File: src/rtl/cla_sub_pipe.sv
// -----------------------------------------------------------------------------
// cla_sub_pipe
// Pipelined WIDTH-bit subtractor computing d = a - b - bin.
// One 4-bit carry-lookahead group is resolved per stage, so the pipe is
// STAGES = WIDTH/4 cycles deep. The subtraction is done as a + ~b + ~bin.
// Each group carry is registered and feeds the next group one stage later.
// A valid/ready handshake runs on both sides, and results leave in acceptance order.
//
// Optional feature (macro CLA_SUB_SAT_EN):
//   defined   -> signed saturation of d on two's-complement overflow
//                (0x7FF..F for a positive minuend, 0x800..0 for a negative one);
//                ovf and bout still report the raw condition
//   undefined -> d is the raw result modulo 2^WIDTH
//
// Ports
//   clk        in   1      rising-edge clock
//   rst_n      in   1      asynchronous reset, active-low
//   in_valid   in   1      a, b and bin are valid
//   in_ready   out  1      block accepts input this cycle
//   a          in   WIDTH  minuend
//   b          in   WIDTH  subtrahend
//   bin        in   1      borrow-in
//   out_valid  out  1      d, bout and ovf are valid
//   out_ready  in   1      downstream accepts the result
//   d          out  WIDTH  difference
//   bout       out  1      unsigned borrow-out (a < b + bin)
//   ovf        out  1      two's-complement overflow of a - b - bin
// -----------------------------------------------------------------------------
module cla_sub_pipe #(
    parameter int WIDTH = 16
) (
    input  logic             clk,
    input  logic             rst_n,
    input  logic             in_valid,
    output logic             in_ready,
    input  logic [WIDTH-1:0] a,
    input  logic [WIDTH-1:0] b,
    input  logic             bin,
    output logic             out_valid,
    input  logic             out_ready,
    output logic [WIDTH-1:0] d,
    output logic             bout,
    output logic             ovf
);

    localparam int STAGES = WIDTH / 4;
    localparam int MSB    = WIDTH - 1;

    // The whole pipe moves in lock-step. It freezes only when a finished
    // result is waiting and downstream refuses it.
    logic adv;
    assign adv      = out_ready || !out_valid;
    assign in_ready = adv;

    // 4-bit lookahead: every carry is a flat sum of products of p/g/c0.
    // Returns {carry_out, sum[3:0]}.
    function automatic logic [4:0] cla4(input logic [3:0] p,
                                        input logic [3:0] g,
                                        input logic       c0);
        logic c1, c2, c3, c4;
        c1 = g[0] | (p[0] & c0);
        c2 = g[1] | (p[1] & g[0]) | (p[1] & p[0] & c0);
        c3 = g[2] | (p[2] & g[1]) | (p[2] & p[1] & g[0])
                  | (p[2] & p[1] & p[0] & c0);
        c4 = g[3] | (p[3] & g[2]) | (p[3] & p[2] & g[1])
                  | (p[3] & p[2] & p[1] & g[0])
                  | (p[3] & p[2] & p[1] & p[0] & c0);
        return {c4, p ^ {c3, c2, c1, c0}};
    endfunction

`ifdef CLA_SUB_SAT_EN
    // Clamp to the signed extreme on the side the minuend's sign points to.
    function automatic logic [WIDTH-1:0] sat(input logic [WIDTH-1:0] raw,
                                             input logic             ov,
                                             input logic             amsb);
        logic signed [WIDTH-1:0] lim;
        lim = amsb ? {1'b1, {(WIDTH-1){1'b0}}} : {1'b0, {(WIDTH-1){1'b1}}};
        return ov ? $unsigned(lim) : raw;
    endfunction
`endif

    for (genvar k = 0; k < STAGES; k++) begin : stg
        localparam int LO = 4 * k;

        // Operand bits still to be consumed (a and ~b), the incoming carry,
        // the incoming valid, and the difference bits resolved so far
        // including this group.
        logic [WIDTH-1:LO] sa;
        logic [WIDTH-1:LO] snb;
        logic              cin;
        logic              vin;
        logic [3:0]        gs;
        logic              gc;
        logic [LO+3:0]     full;

        if (k == 0) begin : src
            assign sa   = a;
            assign snb  = ~b;
            assign cin  = ~bin;
            assign vin  = in_valid;
            assign full = gs;
        end else begin : src
            assign sa   = stg[k-1].mid.a_hi_p;
            assign snb  = stg[k-1].mid.nb_hi_p;
            assign cin  = stg[k-1].mid.cy_p;
            assign vin  = stg[k-1].mid.vld_p;
            assign full = {gs, stg[k-1].mid.dif_p};
        end

        assign {gc, gs} = cla4(sa[LO+3:LO] ^ snb[LO+3:LO],
                               sa[LO+3:LO] & snb[LO+3:LO],
                               cin);

        if (k < STAGES - 1) begin : mid
            // ---- stage k -> stage k+1 boundary ----
            logic                vld_p;
            logic [LO+3:0]       dif_p;
            logic                cy_p;
            logic [WIDTH-1:LO+4] a_hi_p;
            logic [WIDTH-1:LO+4] nb_hi_p;

            always_ff @(posedge clk or negedge rst_n) begin
                if (!rst_n) begin
                    vld_p <= 1'b0;
                end else if (adv) begin
                    vld_p <= vin;
                end
            end

            always_ff @(posedge clk) begin
                if (adv) begin
                    dif_p   <= full;
                    cy_p    <= gc;
                    a_hi_p  <= sa[WIDTH-1:LO+4];
                    nb_hi_p <= snb[WIDTH-1:LO+4];
                end
            end
        end else begin : fin
            // The top group still holds a[MSB] and ~b[MSB], so the overflow
            // test needs no separately carried sign bits.
            logic             ovf_raw;
            logic [WIDTH-1:0] d_nxt;

            assign ovf_raw = (sa[MSB] != ~snb[MSB]) && (full[MSB] != sa[MSB]);

`ifdef CLA_SUB_SAT_EN
            assign d_nxt = sat(full, ovf_raw, sa[MSB]);
`else
            assign d_nxt = full;
`endif

            // ---- last stage -> output boundary ----
            always_ff @(posedge clk or negedge rst_n) begin
                if (!rst_n) begin
                    out_valid <= 1'b0;
                    d         <= '0;
                    bout      <= 1'b0;
                    ovf       <= 1'b0;
                end else if (adv) begin
                    out_valid <= vin;
                    d         <= d_nxt;
                    bout      <= ~gc;
                    ovf       <= ovf_raw;
                end
            end
        end
    end

endmodule

File: config.mk
export PLATFORM = sky130hd
export DESIGN_NAME = cla_sub_pipe
export DESIGN_NICKNAME = d
export VERILOG_FILES = /design/src/rtl/cla_sub_pipe.sv
export SDC_FILE = /design/constraint.sdc
export NUM_CORES = 1
export LEC_CHECK = 0
export ABC_AREA = 1
export BUFFER_PORTS_ARGS = -buffer_cell sky130_fd_sc_hd__buf_4
export CAP_MARGIN = 40
export CORE_MARGIN = 10
export CORE_UTILIZATION = 30
export CTS_CLUSTER_SIZE = 40
export DETAILED_ROUTE_END_ITERATION = 10
export PLACE_DENSITY = 0.49
export SETUP_SLACK_MARGIN = 0.02
export SYNTH_ARGS = -nofsm -noshare
export SYNTH_HDL_FRONTEND = slang
export SYNTH_SLANG_ARGS = --single-unit
File: constraint.sdc
create_clock -name clk -period 1.75 [get_ports clk]
set_input_delay 0.175 -clock clk [delete_from_list [all_inputs] [get_ports clk]]
set_output_delay 0.175 -clock clk [all_outputs]
set_load 0.005 [all_outputs]
After elaboration in Yosys (flattened, before gate mapping)
Cells that the tools add are included.
{"block": "word_totals", "latchBits": 0, "ram_bits": 0, "memories": 0, "in_bits": 37, "register_bits": 97, "out_inout_bits": 20, "wordCells": 144, "rom_bits": 0}
{"block": "op_classes", "reduce_logical": 3, "n_bitwise": 120, "n_addsub": 0, "n_mux": 0, "shifts": 0, "n_lt_le_gt_ge": 0, "n_mul": 0, "n_div": 0, "n_eq_ne": 2}
{"cell": "$and 1x1->1", "n": 64}
{"cell": "$or 1x1->1", "n": 40}
{"cell": "$xor 4x4->4", "n": 8}
{"cell": "$and 4x4->4", "n": 4}
{"cell": "$not 16->16", "n": 1}
{"cell": "$not 1->1", "n": 3}
{"cell": "$ne 1x1->1", "n": 2}
{"cell": "$logic_and 1x1->1", "n": 1}
{"cell": "$logic_not 1->1", "n": 1}
{"cell": "$logic_or 1x1->1", "n": 1}

Logic depth before layout (Yosys ltp)
Gate-level depths: netlist of the first run.
{"block": "logic_depth", "word_depth": 8, "ltp_mapped": 8, "mapped_depth_nobuf": 8}

Worst setup path before layout of the first run
No wires, ideal clock.
{"block": "synth_path", "path_kind": "register to register", "startpoint": "register out_valid", "endpoint": "register stg[0].mid.a_hi_p[10] in the netlist's numbering, enable pin", "stages_incl_launch_ff": 5, "path_buffers": 1, "synth_period_minus_slack_ns": 1.959, "setup_ns": 0.403, "arrival_time_ns": 1.556, "required_ns": 1.347, "path_slack_ns": -0.209, "path_cell_list": "dfrtp_1 -> inv_1 -> nor2_4 -> inv_2 -> buf_2"}
{"block": "synth_between", "elab_chain_cells": 2}
{"item": "from (decl)", "line_no": "39", "rtl": "output logic out_valid,"}
{"item": "from (signal assigned)", "line_no": "160", "rtl": "out_valid <= vin;"}
{"item": "$logic_not 1->1", "line_no": "52", "rtl": "assign adv = out_ready || !out_valid;"}
{"item": "$logic_or 1x1->1", "line_no": "52"}
{"item": "via in_ready", "line_no": "35", "rtl": "output logic in_ready,"}
{"item": "to (signal assigned)", "line_no": "134", "rtl": "a_hi_p <= sa[WIDTH-1:LO+4];"}
{"item": "to (decl)", "line_no": "119", "rtl": "logic [WIDTH-1:LO+4] a_hi_p;"}
The timed path passes the listed nets, and every way through them passes these cells.
A chain may end at the register's enable or synchronous reset.

Final worst setup path of the first run
{"block": "layout_path", "startpoint": "register out_valid", "endpoint": "output port in_ready"}
{"block": "layout_between", "elab_chain_cells": 2}
{"item": "$logic_not 1->1", "line_no": "52"}
{"item": "$logic_or 1x1->1", "line_no": "52"}
{"item": "to (decl)", "line_no": "35"}
Every way passes these cells.

==> metrics.txt, run 1 <==
fin nets 421; number of flops mapped to enable cells by yosys 75; total CTS buffers 9; Main synth FF type edfxtp_1; Std-Cell Core Area 12570 µm²; Die Y 132.9 µm; vias in the first global route about 2.2k; initial antenna violation count 0; die area about 18000 µm²; worst hold path type in -> reg; Final Hold Fails 0; DR vias/cell slightly below 4; Async SR Flop Fraction 0.2268; GPL Wtd Cong 0.6896; fmax approximately 680 MHz; headroom to the max-slew limit 0.7904; clock slew seen by the registers of the worst setup and hold paths ~0.060 ns; area grow syn2layout 28.59%; Seq/Total Area, Yosys 0.7327; Tmin final 1.481 ns; endpoints failing setup 0; commonest cells after routing, fill and taps aside 79 x nand2_1, 75 x edfxtp_1, 57 x buf_4, 40 x inv_1, 22 x dfrtp_1; initial DRC count 102; Worst-Skew Late Latency 0.34 ns; DRT antenna net count 0; first-pass GRT wire length 10340 µm; Post-CTS Setup Bufs 0; vias after detailed routing around 2.1k; synth unique cells 22; total track usage 0.07431; num ports 57; Mapped Area roughly 3800 µm²; TritonRoute pass-1 iters 4; Cell Rows 41; CP Class reg -> out; fin util 0.3913; layout cells sized above 1 0.2141; Worst Path Arrival 1.31 ns; Final HPWL DP 3978 µm; n_diodes 0; worst-margin pin slew 0.3144 ns; RSZ-0062 raised after global routing false; CTS tree done; final hold slack about 0.036 ns; Initial Utilization 0.3043; CTS Buffer Depth 2; largest net degree at the start of global routing 59; H-tree depth 3; Setup Total Neg Slack 0 ns; port bufs 56; CP Max Fanout 38; Post-Route WL a little over 6000 µm; period utilisation layout 0.8462; post-cts sizing count 0; die width 132.9 µm; Lkg Pwr 0.002201 µW; peak supply drop around 0.55 mV; run status complete, no violations; Max Cap Viol 0; Synthesis Warnings 0; Yosys reg bits 97; # DRC 0; clk root buf clkbuf_16; routed length per instance 11.16 µm; CP endpoint kind output pin; Critical Path RT 1.57 ns; Layout Skew 0.004569 ns; syn avg cell area 13.42 µm²; Critical Path Start Type flop; Cells after Synth between 200 and 300; syn nets about 340; most common cell after layout, fill and taps aside nand2_1; Slew Limit Fails 0; Power Density between 1500 and 2000 nW/µm²; clock sink count 97; Remaining Overflow, GRT 0
## cell usage after synthesis (2+ instances only)
master | number | area (µm²)
a21oi_1 | 3 | 15.01
and2_1 | 2 | 12.51
buf_2 | 4 | 20.02
dfrtp_1 | 22 | 550.5
edfxtp_1 | 75 | 2252
fa_1 | 4 | 80.08
ha_1 | 16 | 200.2
inv_1 | 40 | 150.1
nand2_1 | 79 | 296.5
nand2_2 | 4 | 25.02
nand3_1 | 14 | 70.07
nand4_1 | 5 | 31.28
nor2_1 | 3 | 11.26
xnor2_1 | 4 | 35.03
xor2_1 | 3 | 26.28
## final timing paths
kind,slack (ns),start,to,cells past startpoint
min in group asynchronous,0.28,rst_n,d[13],2
max reg2reg,0.32,stg[0].mid.a_hi_p[6],stg[1].mid.dif_p[7],6
min reg2reg,0.42,stg[1].mid.dif_p[0],stg[2].mid.dif_p[0],0
min,0.04,in_valid,stg[0].mid.vld_p,3
max,0.27,out_valid,in_ready,5
max in group asynchronous,1.24,rst_n,d[5],2
## flip-flops by register name (all words and copies together), names as in the netlist
| name | flops |
|---|---|
| stg.mid.a_hi_p | 24 |
| stg.mid.nb_hi_p | 24 |
| stg.mid.vld_p | 3 |
| ovf | 1 |
| out_valid | 1 |
| bout | 1 |
| stg.mid.cy_p | 3 |
| stg.mid.dif_p | 24 |
| d | 16 |
## layout make-up
type / count / area, µm²
clock buffer: 12 / 256.5
clock inverter: 4 / 42.54
fill: 1195 / 7650
inverter: 41 / 155.1
multi-input combinational: 143 / 848.3
sequential: 97 / 2803
tap: 172 / 215.2
timing repair buffer: 72 / 598.1
## routing by layer
layer | routed length [µm] | GRT usage | up-vias
met5 | 0 | 0 | -
met4 | 179 | 0.05134 | 0
met3 | 355 | 0.02763 | 11
met2 | 2987 | 0.1209 | 39
met1 | 2516 | 0.07848 | 981
li1 | - | - | 1096
## per-stage QoR
| stage | cell area, µm² | worst slack, ns | total power [µW] | cells |
|---|---|---|---|---|
| 6_report | 4918 | 0.2691 | 7794 | 541 |
| 5_1_grt | 4918 | 0.1727 | 8418 | 541 |
| 4_1_cts | 4908 | 0.2373 | 7966 | 540 |
| 3_5_place_dp | 4489 | 0.3187 | 5940 | 512 |
| 3_3_place_gp | 4489 | 0.3604 | 5881 | 512 |
| 2_1_floorplan | 3827 | 0.2034 | 5077 | 285 |
## what timing repair did
item,4_1_cts,5_1_grt
hold endpoints to repair,33,1
hold buffers,12,1
setup endpoints to repair,0,0
## critical path: stages (launching register included)
cell and delay [ns]:
dfrtp_1 0.38, inv_1 0.09, nor2_4 0.04, clkinv_2 0.07, buf_12 0.21, buf_4 0.15
## cell families after synthesis
group,Yosys count,share of synthesized area
DFF,97,0.7327
xor gates and xnor gates,7,0.01603
AOI/OAI and AO/OA,5,0.006539
buffers and inverters,45,0.04547
adders and majority gates,20,0.07327
and+or+nand+nor,111,0.1259
## where the power goes
group          internal [µW]  total, µW  switching [µW]
Clock                   1170       1960             785
Sequential              3530       3850             317
Combinational            916       1980            1070
Total                   5620       7790            2170
No activity file was read; power rests on OpenSTA's default activity.
==> run 2: changes to the inputs <==
--- a/config.mk
+++ b/config.mk
@@ -5,7 +5,7 @@
 export SDC_FILE = /design/constraint.sdc
 export NUM_CORES = 1
 export LEC_CHECK = 0
-export ABC_AREA = 1
+export ABC_AREA = 0
 export BUFFER_PORTS_ARGS = -buffer_cell sky130_fd_sc_hd__buf_4
 export CAP_MARGIN = 40
 export CORE_MARGIN = 10
==> constraint.sdc (replaced) <==
create_clock -name clk -period 1.25 [get_ports clk]
set_input_delay 0.125 -clock clk [delete_from_list [all_inputs] [get_ports clk]]
set_output_delay 0.125 -clock clk [all_outputs]
set_load 0.005 [all_outputs]
==> run 2 against run 1 <==
Against the previous run:
- the run now ends with setup timing left
- global-route usage barely moved
- sequential cell count is the same
- non-clock buffer count grew 25
- design area grew 7.2%
- combinational power grew 85%
- register-to-register slack lost 0.55 ns
- die area is 1.9% lower
==> metrics.txt, run 2 <==
run status finished with violations; violated checks setup timing; P_sw 3220 µW (+48%); R2R Setup Slk -0.23 ns (-0.55 ns); Post-Synth Simple-Gate Area 0.07193 (-0.05401); top cells by area, synth edfxtp_1 60%, dfrtp_1 15%, ha_1 5.4%; Tmin final about 1.5 ns; post-synthesis share of cell area spent on xor and xnor gates 0.02108 (+0.005048); worst r2r src stg[2].mid.nb_hi_p[12]; DR vias/cell 4.009 (+2.0%); vias after detailed routing 2117 (-0.47%); first-pass GRT wire length 10380 µm (+0.40%); Lkg Pwr 0.002256 µW (+2.5%); Hold Crit Endpoint stg[0].mid.nb_hi_p[6]; die area 17330 µm² (-1.9%); # DRC 0 (unchanged); Critical Path Max Stage Delay 0.43 ns (+0.05 ns); Switching Share 0.2751 (-0.003360); H-tree depth 3 (unchanged); critical path launch point stg[2].mid.nb_hi_p[12]; largest net degree at the start of global routing 34 (-42%); Std-Cell Core Area 12110 µm² (-3.6%); Yosys reg bits 97 (unchanged); Initial Utilization 0.3088 (+0.004451); Cells after Synth 251 (-12%); Remaining Overflow, GRT 0 (unchanged); Slew Limit Fails 0 (unchanged); P_int 8487 µW (+51%); syn nets 308 (-9.9%); Final HPWL DP 4203 µm (+5.7%); Die Y 131.7 µm (-0.95%); clock sink count 97 (unchanged); clock network fraction of total power 0.222 (-0.029); Final Hold Fails 0 (unchanged); Non-Filler Instances 528 (-2.4%); initial DRC count 98 (-3.9%); commonest cells in the netlist 75 x edfxtp_1, 53 x nand2_1, 26 x inv_1; CP Max Fanout 3 (-92%); endpoints failing setup 15 (+15); Seq/Total Area, Yosys 0.7494 (+0.01667); Power Density 2221 nW/µm² (+40%); Mapped Area 3740 µm² (-2.2%); Cell Rows 40 (-2.4%); peak supply drop 0.6340 mV (+15%); die width 131.7 µm (-0.95%); Multi-input gate area 940.9 µm² (+11%); fin util 0.4352 (+0.04389); worst hold path type in -> reg; Async SR Flop Fraction 0.2268 (unchanged); Hold Startpoint b[6]; slowest stage cell, crit path edfxtp_1; num ports 57 (unchanged); GPL Wtd Cong 0.7427 (+7.7%); adder-cell share of the synthesized area 0.07494 (+0.001667); Max Cap Viol 0 (unchanged); headroom to the max-slew limit 0.8045 (+0.01408); DRT antenna net count 0 (unchanged); clk root buf clkbuf_16; port bufs 56 (unchanged); routed length per instance 12.36 µm (+11%); clock slew seen by the registers of the worst setup and hold paths 0.06 ns (about the same); placed insts 487 (-4.9%); TritonRoute pass-1 iters 4 (unchanged); Synthesis Warnings 0 (unchanged); initial antenna violation count 0 (unchanged); n_diodes 0 (unchanged); fmax 674.8 MHz; Critical Path RT 1.49 ns (-0.08 ns); area grow syn2layout 40.95%; period utilisation layout 1.186; Main synth FF type edfxtp_1; fillcell total 1125 (-5.9%); total CTS buffers 9 (unchanged); CTS tree done; Comb power frac 0.313 (+0.058); sequential share of power 0.465 (-0.029); commonest cells after routing, fill and taps aside 75 x edfxtp_1, 69 x buf_4, 49 x nand2_1, 22 x dfrtp_1, 21 x inv_1; RSZ-0062 raised after global routing true; Worst Path Arrival 1.73 ns (+0.42 ns); CP Class reg -> reg; Compound-Gate Fraction of Synth Area 0.05018 (+0.04364); Reg area 2803 µm² (unchanged); most common cell in the netlist edfxtp_1; Worst Hold Depth 2 (-1); vias in the first global route 2145 (-3.6%); CP Cell Sequence ha_4 > a211oi_2 > o21bai_2 > xnor2_1 > o31ai_2; worst-margin pin slew 0.2933 ns (-0.02111 ns); CP endpoint kind flop; main combinational cell family by area after synthesis adder cells; fin nets 412 (-2.1%); CTS Buffer Depth 2 (unchanged); layout cells sized above 1 0.3556 (+0.1415); final hold slack 0.03788 ns (+0.001449 ns); Worst-Skew Late Latency 0.33 ns (about the same); Post-Route WL 6528 µm (+8.1%); synth unique cells 25 (+14%); Layout Skew 0.006145 ns (+0.001577 ns); Reg2Reg Capture Point ovf; most common cell after layout, fill and taps aside edfxtp_1; Critical Path Start Type flop; setup ws final -0.2319 ns (-0.5010 ns); top flop regs stg.mid.a_hi_p: 24 flops, stg.mid.dif_p: 24 flops, stg.mid.nb_hi_p: 24 flops; Setup Total Neg Slack -1.833 ns (-1.833 ns); Yosys top cell area share 0.6022 (+0.01340); area leader, netlist edfxtp_1; multiplexer share of the synthesized area 0 (unchanged); total track usage 0.07464 (+0.0003274); cells on worst reg2reg path 5 (-1); syn avg cell area 14.90 µm² (+11%); number of flops mapped to enable cells by yosys 75 (unchanged)
[run 2: area by class of cell]
class / count / share of cell area
tap: 168 / 0.03988
clock inverter: 3 / 0.002848
clock buffer: 13 / 0.05151
sequential: 97 / 0.5317
inverter: 27 / 0.02018
timing repair buffer: 97 / 0.1754
multi-input combinational: 123 / 0.1785
[run 2: power groups by stage]
stage / clock, µW / sequential, µW / combinational, µW
detailed placement: 0 / 5460 / 3050
CTS: 2680 / 5420 / 3390
finish: 2590 / 5450 / 3670
global placement: 0 / 5440 / 2980
global route: 2830 / 5580 / 4130
floorplan: 0 / 5370 / 1750
[run 2: metal layers]
metal | track usage | share of wire
met5 | 0 | 0
met4 | 0.04635 | 0.019
met3 | 0.02248 | 0.033
met2 | 0.1046 | 0.43
met1 | 0.09838 | 0.52
[run 2: kinds of logic after synthesis]
kind of cell / count (synthesis)
buffers and inverters: 31
adder cells (fa/ha/maj): 20
AND/OR/NAND/NOR: 67
XOR/XNOR: 9
flip-flops: 97
AO/OA/AOI/OAI: 27
[run 2: worst max-delay path: cells and delay by family (launching register included)]
family,cells,cell delay [ns]
flops,1,0.43
xor+xnor,1,0.15
fa+ha+maj,1,0.27
compound gates,3,0.54
[run 2: repair_timing]
item	in CTS	in global routing
hold buffers	14	0
cloned	2	4
endpoints found under the setup margin	17	86
setup buffers	4	2
gates resized for setup	15	22
pin swaps	8	9
hold endpoints to repair	35	0
[run 2: worst max path at each step]
| stage | to | slack, ns | cells after the start |
|---|---|---|---|
| 3_5_place_dp | ovf | -0.24 | 5 |
| 5_1_grt | ovf | -0.33 | 5 |
| 4_1_cts | ovf | -0.25 | 5 |
| 2_1_floorplan | ovf | -0.18 | 5 |
| 6_report | ovf | -0.23 | 5 |
| 3_3_place_gp | ovf | -0.20 | 5 |
[run 2: per-stage QoR]
| stage | worst slack, ns | cell area (µm²) | total power (µW) |
|---|---|---|---|
| 3_5_place_dp | -0.2360 | 4527 | 8518 |
| 3_3_place_gp | -0.2041 | 4527 | 8421 |
| 2_1_floorplan | -0.1808 | 3785 | 7119 |
| 4_1_cts | -0.2472 | 5087 | 11490 |
| 6_report | -0.2319 | 5271 | 11710 |
| 5_1_grt | -0.3290 | 5271 | 12540 |
